**src/rtl/fft_pkg.sv**
```systemverilog
// Shared types and constants for the in-place radix-2 DIT FFT butterfly scheduler.
package fft_pkg;

    typedef enum logic [2:0] {
        IDLE,
        RD,
        EN,
        CALC,
        WR,
        FIN
    } state_t;

    localparam int unsigned BFLY_CYCLES = 4;

endpackage

```
**src/rtl/fft_addr_gen.sv**
```systemverilog
// Combinational operand/twiddle address generator for butterfly k of stage s.
module fft_addr_gen #(
    parameter int unsigned LOG2N = 4,
    parameter int unsigned TF_AW = LOG2N - 1
) (
    input  logic [LOG2N-1:0] s,
    input  logic [LOG2N-2:0] k,
    output logic [LOG2N-1:0] addr_a,
    output logic [LOG2N-1:0] addr_b,
    output logic [TF_AW-1:0] tf_addr
);

    localparam int unsigned AW = LOG2N;

    logic [AW-1:0] span;
    logic [AW-1:0] pos;
    logic [AW-1:0] grp;
    logic [AW-1:0] shamt;

    // Pairs sit span apart inside groups of 2*span; twiddle stride shrinks as span grows.
    always_comb begin
        span    = AW'(1) << s;
        pos     = AW'(k) & (span - AW'(1));
        grp     = AW'(k) >> s;
        addr_a  = (grp << (s + AW'(1))) | pos;
        addr_b  = addr_a + span;
        shamt   = AW'(LOG2N - 1) - s;
        tf_addr = TF_AW'(pos << shamt);
    end

endmodule

```
**src/rtl/fft_bfly_sched.sv**
```systemverilog
// Butterfly scheduler: RD/EN/CALC/WR per butterfly across all stages of an in-place FFT.
// Optional busy-cycle counter output cyc_cnt when FFT_BFLY_SCHED_CYCCNT_EN is defined.
module fft_bfly_sched #(
    parameter int unsigned LOG2N = 4,
    parameter int unsigned TF_AW = LOG2N - 1
) (
    input  logic             clock,
    input  logic             reset,
    input  logic             start,
    output logic             busy,
    output logic             done,
    output logic [LOG2N-1:0] mem_addr_a,
    output logic [LOG2N-1:0] mem_addr_b,
    output logic             mem_re,
    output logic             mem_we,
    output logic [TF_AW-1:0] tf_addr,
    output logic             bf_enable,
    output logic [LOG2N-1:0] stage
`ifdef FFT_BFLY_SCHED_CYCCNT_EN
    ,
    output logic [31:0]      cyc_cnt
`endif
);

    import fft_pkg::*;

    localparam int unsigned KW = LOG2N - 1;
    localparam logic [KW-1:0] K_MAX = '1;

    state_t           state;
    logic [KW-1:0]    k;
    logic [KW-1:0]    k_inc;
    logic [LOG2N-1:0] s_inc;
    logic [LOG2N-1:0] gen_s;
    logic [KW-1:0]    gen_k;
    logic             last_c;
    logic [LOG2N-1:0] gen_a;
    logic [LOG2N-1:0] gen_b;
    logic [TF_AW-1:0] gen_tf;

    // Leaving WR the addresses must already describe the next butterfly.
    always_comb begin
        last_c = (stage == LOG2N'(LOG2N - 1)) && (k == K_MAX);
        k_inc  = k + KW'(1);
        s_inc  = stage;
        if (k == K_MAX) begin
            s_inc = stage + LOG2N'(1);
        end
        gen_s = stage;
        gen_k = k;
        if (state == WR) begin
            gen_s = s_inc;
            gen_k = k_inc;
        end
    end

    fft_addr_gen #(
        .LOG2N (LOG2N),
        .TF_AW (TF_AW)
    ) u_addr_gen (
        .s       (gen_s),
        .k       (gen_k),
        .addr_a  (gen_a),
        .addr_b  (gen_b),
        .tf_addr (gen_tf)
    );

    always_ff @(posedge clock) begin
        if (reset) begin
            state      <= IDLE;
            stage      <= '0;
            k          <= '0;
            busy       <= 1'b0;
            done       <= 1'b0;
            mem_re     <= 1'b0;
            mem_we     <= 1'b0;
            bf_enable  <= 1'b0;
            mem_addr_a <= '0;
            mem_addr_b <= '0;
            tf_addr    <= '0;
        end else begin
            mem_re    <= 1'b0;
            mem_we    <= 1'b0;
            bf_enable <= 1'b0;
            done      <= 1'b0;
            case (state)
                IDLE: begin
                    if (start) begin
                        state      <= RD;
                        stage      <= '0;
                        k          <= '0;
                        busy       <= 1'b1;
                        mem_re     <= 1'b1;
                        mem_addr_a <= gen_a;
                        mem_addr_b <= gen_b;
                        tf_addr    <= gen_tf;
                    end
                end
                RD: begin
                    state     <= EN;
                    bf_enable <= 1'b1;
                end
                EN: begin
                    state <= CALC;
                end
                CALC: begin
                    state  <= WR;
                    mem_we <= 1'b1;
                end
                WR: begin
                    if (last_c) begin
                        state      <= FIN;
                        busy       <= 1'b0;
                        done       <= 1'b1;
                        stage      <= '0;
                        k          <= '0;
                        mem_addr_a <= '0;
                        mem_addr_b <= '0;
                        tf_addr    <= '0;
                    end else begin
                        state      <= RD;
                        stage      <= s_inc;
                        k          <= k_inc;
                        mem_re     <= 1'b1;
                        mem_addr_a <= gen_a;
                        mem_addr_b <= gen_b;
                        tf_addr    <= gen_tf;
                    end
                end
                FIN: begin
                    state <= IDLE;
                end
                default: begin
                    state <= IDLE;
                end
            endcase
        end
    end

`ifdef FFT_BFLY_SCHED_CYCCNT_EN
    // Counts cycles spent busy in the current run; holds once the run completes.
    always_ff @(posedge clock) begin
        if (reset) begin
            cyc_cnt <= '0;
        end else if ((state == IDLE) && start) begin
            cyc_cnt <= '0;
        end else if (busy) begin
            cyc_cnt <= cyc_cnt + 32'd1;
        end
    end
`endif

endmodule

```
**config.mk**
```make
export PLATFORM = sky130hd
export DESIGN_NAME = fft_bfly_sched
export DESIGN_NICKNAME = d
export VERILOG_FILES = /design/src/rtl/fft_pkg.sv /design/src/rtl/fft_addr_gen.sv /design/src/rtl/fft_bfly_sched.sv
export SDC_FILE = /design/constraint.sdc
export NUM_CORES = 1
export LEC_CHECK = 0
export ABC_CLOCK_PERIOD_IN_PS = 11450
export BUFFER_PORTS_ARGS = -buffer_cell sky130_fd_sc_hd__buf_2
export CAP_MARGIN = 30
export CELL_PAD_IN_SITES_DETAIL_PLACEMENT = 1
export CELL_PAD_IN_SITES_GLOBAL_PLACEMENT = 2
export CORE_MARGIN = 5
export CORE_UTILIZATION = 36
export DETAILED_ROUTE_END_ITERATION = 8
export GPL_TIMING_DRIVEN = 0
export PLACE_DENSITY_LB_ADDON = 0.1
export SYNTH_ARGS = -nofsm -noshare
export SYNTH_HDL_FRONTEND = slang
export SYNTH_SLANG_ARGS = --single-unit
export TNS_END_PERCENT = 30
```
**constraint.sdc**
```tcl
create_clock -name clock -period 11.45 [get_ports clock]
set_clock_uncertainty 0.15 [all_clocks]
set_input_delay 2.29 -clock clock [delete_from_list [all_inputs] [get_ports clock]]
set_output_delay 2.29 -clock clock [all_outputs]
set_load 0.02 [all_outputs]
```
## After elaboration in Yosys (flattened, before gate mapping)

Index checks and enable logic that the tools add are counted.

- Register bits after elaboration: 26
- Bits of input ports: 3
- Output and inout port bits: 20
- Word-level logic and storage cells: 68

- Add/sub/neg operators: 6
- Equal/unequal tests: 8
- Shift operators: 4
- Multiplexer cells: 30
- Bitwise logic cells: 3
- Reduce and logical (&&, ||, !) cells: 6

Operators with widths:

| kind | count |
|---|---|
| $mux W4 | 8 |
| $pmux W4 S2 | 3 |
| $mux W3 | 7 |
| $pmux W3 S5 | 1 |
| $pmux W3 S2 | 2 |
| $add A4 B1 Y4 const B | 2 |
| $mux W1 | 7 |
| $eq A3 B2 Y1 const B | 2 |
| $eq A3 B3 Y1 const B | 2 |
| $add A4 B4 Y4 | 1 |
| $and A3 B4 Y4 | 1 |
| $eq A4 B2 Y1 const B | 1 |
| $ne A2 B2 Y1 const B | 2 |
| $or A4 B4 Y4 | 1 |
| $pmux W1 S2 | 2 |
| $shl A1 B4 Y4 const A | 1 |
| $shl A4 B4 Y3 | 1 |
| $shl A4 B4 Y4 | 1 |
| $shr A3 B4 Y4 | 1 |
| $sub A2 B4 Y4 const A | 1 |
| $sub A4 B1 Y4 const B | 1 |
| $add A3 B1 Y3 const B | 1 |
| $eq A3 B1 Y1 const B | 1 |
| $logic_not A3 Y1 | 1 |
| 6 further kinds | 6 |

## Depth between registers and ports, before layout

- Depth after elaboration: 10
- Depth in mapped cells: 18
- Gate-level depth less buffers: 17

## By module

A second synthesis with hierarchy kept.

- Cells, all modules: 203
- Area total of the unflattened synthesis: 1636.6 um^2

By module, submodules not included:

| module | instances | cells each | area each (um^2) | seq. area each (um^2) |
|---|---|---|---|---|
| fft_bfly_sched | 1 | 144 | 1221.2 | 520.5 |
| fft_addr_gen | 1 | 59 | 415.4 | 0.0 |

## Worst setup path before layout

OpenSTA, ideal clock, no wires.

- Kind: flip-flop to flip-flop
- Start point: register k[0]
- End point: register mem_addr_b[3]
- Setup time: 87 ps
- Arrival time: 3710 ps
- Required time: 11213 ps
- Setup slack: 7502 ps
- Cell stages (with the launch flop): 17
- Path buffers: 1
- Clock period less this slack: 3948 ps
- Cells stage by stage: dfxtp_1 -> ha_1 -> ha_1 -> nand4_1 -> o21ai_2 -> nand4_4 -> buf_2 -> nor3_1 -> inv_1 -> ha_1 -> or4_1 -> o311ai_1 -> ha_1 -> a21oi_1 -> o311ai_1 -> o41a_1 -> o31ai_1

- Longest elaborated chain between the ends: 10
- Elaborated cells between the ends (all ways): 17
- Classes of those cells: 4 x add/sub; 1 x eq/ne; 3 x shift; 6 x mux; 2 x bitwise; 1 x reduce/logical

Ends and longest elaborated chain:

| element | RTL line | source |
|---|---|---|
| start, declared | fft_bfly_sched.sv:31 | `logic [KW-1:0] k;` |
| start signal, assigned | fft_bfly_sched.sv:123 | `k <= k_inc;` |
| branches (longest 9 deep; another with $add A4 B1 Y4) | n/a |  |
| $pmux W4 S2 * | fft_bfly_sched.sv:86 | `case (state)` |
| end signal, assigned | fft_bfly_sched.sv:95 | `mem_addr_b <= gen_b;` |
| end signal, assigned | fft_bfly_sched.sv:126 | `mem_addr_b <= gen_b;` |
| end, declared | fft_bfly_sched.sv:13 | `output logic [LOG2N-1:0] mem_addr_b,` |

Mark *: on every way between the ends. The select of a mux whose other input is x is not followed.
A chain may end at the register's enable or synchronous reset.

## Final worst setup path

Same ends and word-level chain as after synthesis.

==> impl_results.md <==
* Synthesis-stage register bit count at 26
* Width of the die at ~76 um
* Quantity of hold-fixing buffers added after cts at 0
* Clock tree buffer depth at 2
* Number of clock sinks at 26
* Number of H-tree levels at 1
* Vias post-DR at approximately 1400
* Crit path DAT at about 4.7 ns
* Setup WS pre-CTS at about 6.9 ns
* Setup bufs post-CTS at 0
* Maximum operating frequency at approximately 0.22 GHz
* Required arrival time at the worst endpoint at 11.48 ns
* Post-Syn Area per Cell at about 8.7 um^2
* Initial core utilization at 36.6%
* Register area share after synthesis at about 33%
* Most frequent standard cell in the layout excluding fill and tap cells: sky130_fd_sc_hd__dfxtp_1
* Vias in the first global route at 1531
* Initial antenna violation count at 0
* Count of pins on the block boundary at 23
* Syn Inst Count at ~180
* Number of max-slew violations in the final report at 0
* Most frequent cells in the layout: 26 x sky130_fd_sc_hd__dfxtp_1, 25 x sky130_fd_sc_hd__buf_2, 16 x sky130_fd_sc_hd__a21oi_1, 15 x sky130_fd_sc_hd__nand2_1, 15 x sky130_fd_sc_hd__nor2_1
* Net count of the finished layout at ~220
* Area delta synth->final at 13.5%
* Worst-case setup margin in the final layout at a little under 7 ns
* Worst slew pin tran at 0.654 ns
* Resize count post-CTS at 0
* Final number of setup-violating endpoints at 0
* Post-synth EDFFs at 0
* DRT Wirelength at 4.21 mm
* Tightest Hold Check Type: reg2reg
* Summed instance area of the synthesized netlist at approximately 1600 um^2
* Number of CTS-inserted buffers at 3
* Overall track demand over capacity in global routing at between 10% and 20%
* Root Buffer Master: sky130_fd_sc_hd__clkbuf_8
* Pin count of the biggest net entering global routing at 14
* Number of warnings reported in the yosys synthesis log at 0
* Initial drt markers at 48
* Switching share of power at between 20% and 30%
* Clock group share of total power at a little under a third
* Number of diodes at 0
* Fraction of layout instances using a drive strength above 1 at 21.5%
* Die height at 76.1 um
* Run status: finished, final reports clean
* Worst vdd ir at 0.0436 mV
* Period minus WS final at about 4.6 ns
* Top FF cell, synth: sky130_fd_sc_hd__dfxtp_1
* TritonCTS clock tree: done
* Weighted congestion at the end of routability-driven global placement at roughly 0.84
* CP endpoint kind: flop
* Port Buf Inserts at 21
* Clock Pin Slew Worst Setup and Hold Paths at 0.09 ns
* Antenna Nets Post-Route at 0
* Final worst path period share at 40.5%
* Part of the power in combinational logic at 12.6%
* Max capacitance violation total at 0
* Avg WL per Cell at 16.4 um
* Maximum net fanout on the critical path at 10
* Detailed-routing iteration count for the pre-antenna-repair pass at 6
* Ratio of total power to cell area at around 94 nW/um^2
* Global route total overflow at 0
* Part of the power in registers at 56.4%
* Critical path class: reg2reg
* Net switching power at roughly 0.043 mW
* Final number of hold-violating endpoints at 0
* Drc violations at 0
* Detailed-route vias per instance at about 5.6
* Category of the worst setup path launch point: flop
* Post-synthesis cell type count at 48
* Unrepaired setup endpoints after global routing: no
* Number of placement rows at 24
* Die Footprint at 5790 um^2
* Leak Pwr at ~0.75 nW
* Area of the core at between 4000 and 5000 um^2
* Accumulated negative setup slack at 0 ns
* Wire length of the first global-routing pass at between 7 and 8 mm
* Internal power contribution at 0.123 mW
* Insertion delay of the later-clocked pin in the worst-skew pair at 0.26 ns
* Synthesized Nets at a little under 200
* Synth async-reset ratio at 0%
* Worst-case headroom to the max-slew limit at between 50% and 60%
* Detailed-placement wirelength estimate at ~3.3 mm
## through the flow
step	power, mW	std cells	instance area (um^2)	util (%)	hold slack, ns
final	0.167	257	1780	41.5	0.310
after global routing	0.177	257	1780	41.5	0.335
after CTS	0.170	257	1780	41.5	0.316
after detailed placement	0.118	254	1740	40.6	0.295
after global placement	0.116	254	1740	40.6	0.285
after floorplan	0.111	181	1570	-	0.331
## cell usage after synthesis, types with 3 or more instances
master	count	area [um^2]
sky130_fd_sc_hd__or3_1	3	18.8
sky130_fd_sc_hd__nand2_1	15	56.3
sky130_fd_sc_hd__buf_6	3	33.8
sky130_fd_sc_hd__nor2_1	15	56.3
sky130_fd_sc_hd__a22o_1	5	43.8
sky130_fd_sc_hd__inv_1	9	33.8
sky130_fd_sc_hd__o21ai_0	8	40.0
sky130_fd_sc_hd__o311ai_1	3	26.3
sky130_fd_sc_hd__a21oi_1	16	80.1
sky130_fd_sc_hd__dfxtp_1	26	521
sky130_fd_sc_hd__nand3b_1	4	30.0
sky130_fd_sc_hd__clkbuf_1	3	11.3
sky130_fd_sc_hd__nand3_1	3	15.0
sky130_fd_sc_hd__xnor2_1	6	52.6
sky130_fd_sc_hd__ha_1	8	100
sky130_fd_sc_hd__nor3_1	9	45.0
sky130_fd_sc_hd__nor2b_1	3	18.8
sky130_fd_sc_hd__buf_2	4	20.0
## worst paths after layout
kind                                     end  cells past startpoint  slack [ns]                        from
hold reg to reg   mem_addr_b[1]$_SDFFE_PP0P_                      2        0.31  mem_addr_b[1]$_SDFFE_PP0P_
setup / recovery  mem_addr_b[3]$_SDFFE_PP0P_                     18        6.81           k[0]$_SDFFE_PP0P_
hold / removal    mem_addr_b[1]$_SDFFE_PP0P_                      2        0.31  mem_addr_b[1]$_SDFFE_PP0P_
setup reg to reg  mem_addr_b[3]$_SDFFE_PP0P_                     18        6.81           k[0]$_SDFFE_PP0P_
## area by class of cell
cell class	count	area [um^2]
sequential	26	520
tap	52	65.1
inverter	10	37.5
fill	534	2510
timing repair buffer	21	105
buffer	11	72.6
multi-input combinational	134	941
clock buffer	3	41.3
## power by group through the flow
stage / Combinational, mW / Sequential [mW] / Clock [mW]
after floorplan: 0.0130 / 0.0981 / 0
after global placement: 0.0203 / 0.0960 / 0
after detailed placement: 0.0215 / 0.0962 / 0
after CTS: 0.0215 / 0.0941 / 0.0543
after global routing: 0.0236 / 0.0945 / 0.0586
final: 0.0211 / 0.0941 / 0.0517
## registers in the layout, indices dropped and copies added, names as in the netlist
| signal | flops |
|---|---|
| mem_we | 1 |
| mem_addr_b | 4 |
| stage | 4 |
| mem_re | 1 |
| mem_addr_a | 4 |
| busy | 1 |
| bf_enable | 1 |
| state | 3 |
| done | 1 |
| tf_addr | 3 |
| k | 3 |
## cells by family (layout without fill, tap and decap cells)
kind of cell,count (synthesis),after routing,synth area share [%]
xor+xnor,8,8,4.46
compound gates,50,50,22.9
flops,26,26,33.1
simple gates,64,64,22.1
fa+ha+maj,9,9,7.64
buf+inv,21,45,7.01
mux,3,3,2.71
## layer usage
| layer | track usage (%) | up-vias | wire length, um |
|---|---|---|---|
| li1 | - | 707 | - |
| met1 | 19.7 | 696 | 2080 |
| met2 | 25.5 | 23 | 1970 |
| met3 | 2.84 | 2 | 144 |
| met4 | 2.80 | 0 | 24 |
| met5 | 0 | - | 0 |
## critical path, stage by stage, from the launching register on
cell	delay, ns
sky130_fd_sc_hd__dfxtp_1	0.46
sky130_fd_sc_hd__ha_1	0.20
sky130_fd_sc_hd__ha_1	0.27
sky130_fd_sc_hd__nand4_1	0.33
sky130_fd_sc_hd__o21ai_2	0.27
sky130_fd_sc_hd__nand4_4	0.17
sky130_fd_sc_hd__buf_2	0.22
sky130_fd_sc_hd__nor3_1	0.27
sky130_fd_sc_hd__inv_1	0.13
sky130_fd_sc_hd__ha_1	0.32
sky130_fd_sc_hd__a21oi_1	0.24
sky130_fd_sc_hd__inv_1	0.09
sky130_fd_sc_hd__o41ai_2	0.10
sky130_fd_sc_hd__ha_1	0.32
sky130_fd_sc_hd__a21o_1	0.18
sky130_fd_sc_hd__a21oi_1	0.25
sky130_fd_sc_hd__o311ai_1	0.15
sky130_fd_sc_hd__o41a_1	0.36
sky130_fd_sc_hd__o31ai_1	0.08
(Power assumes the default switching activity.)
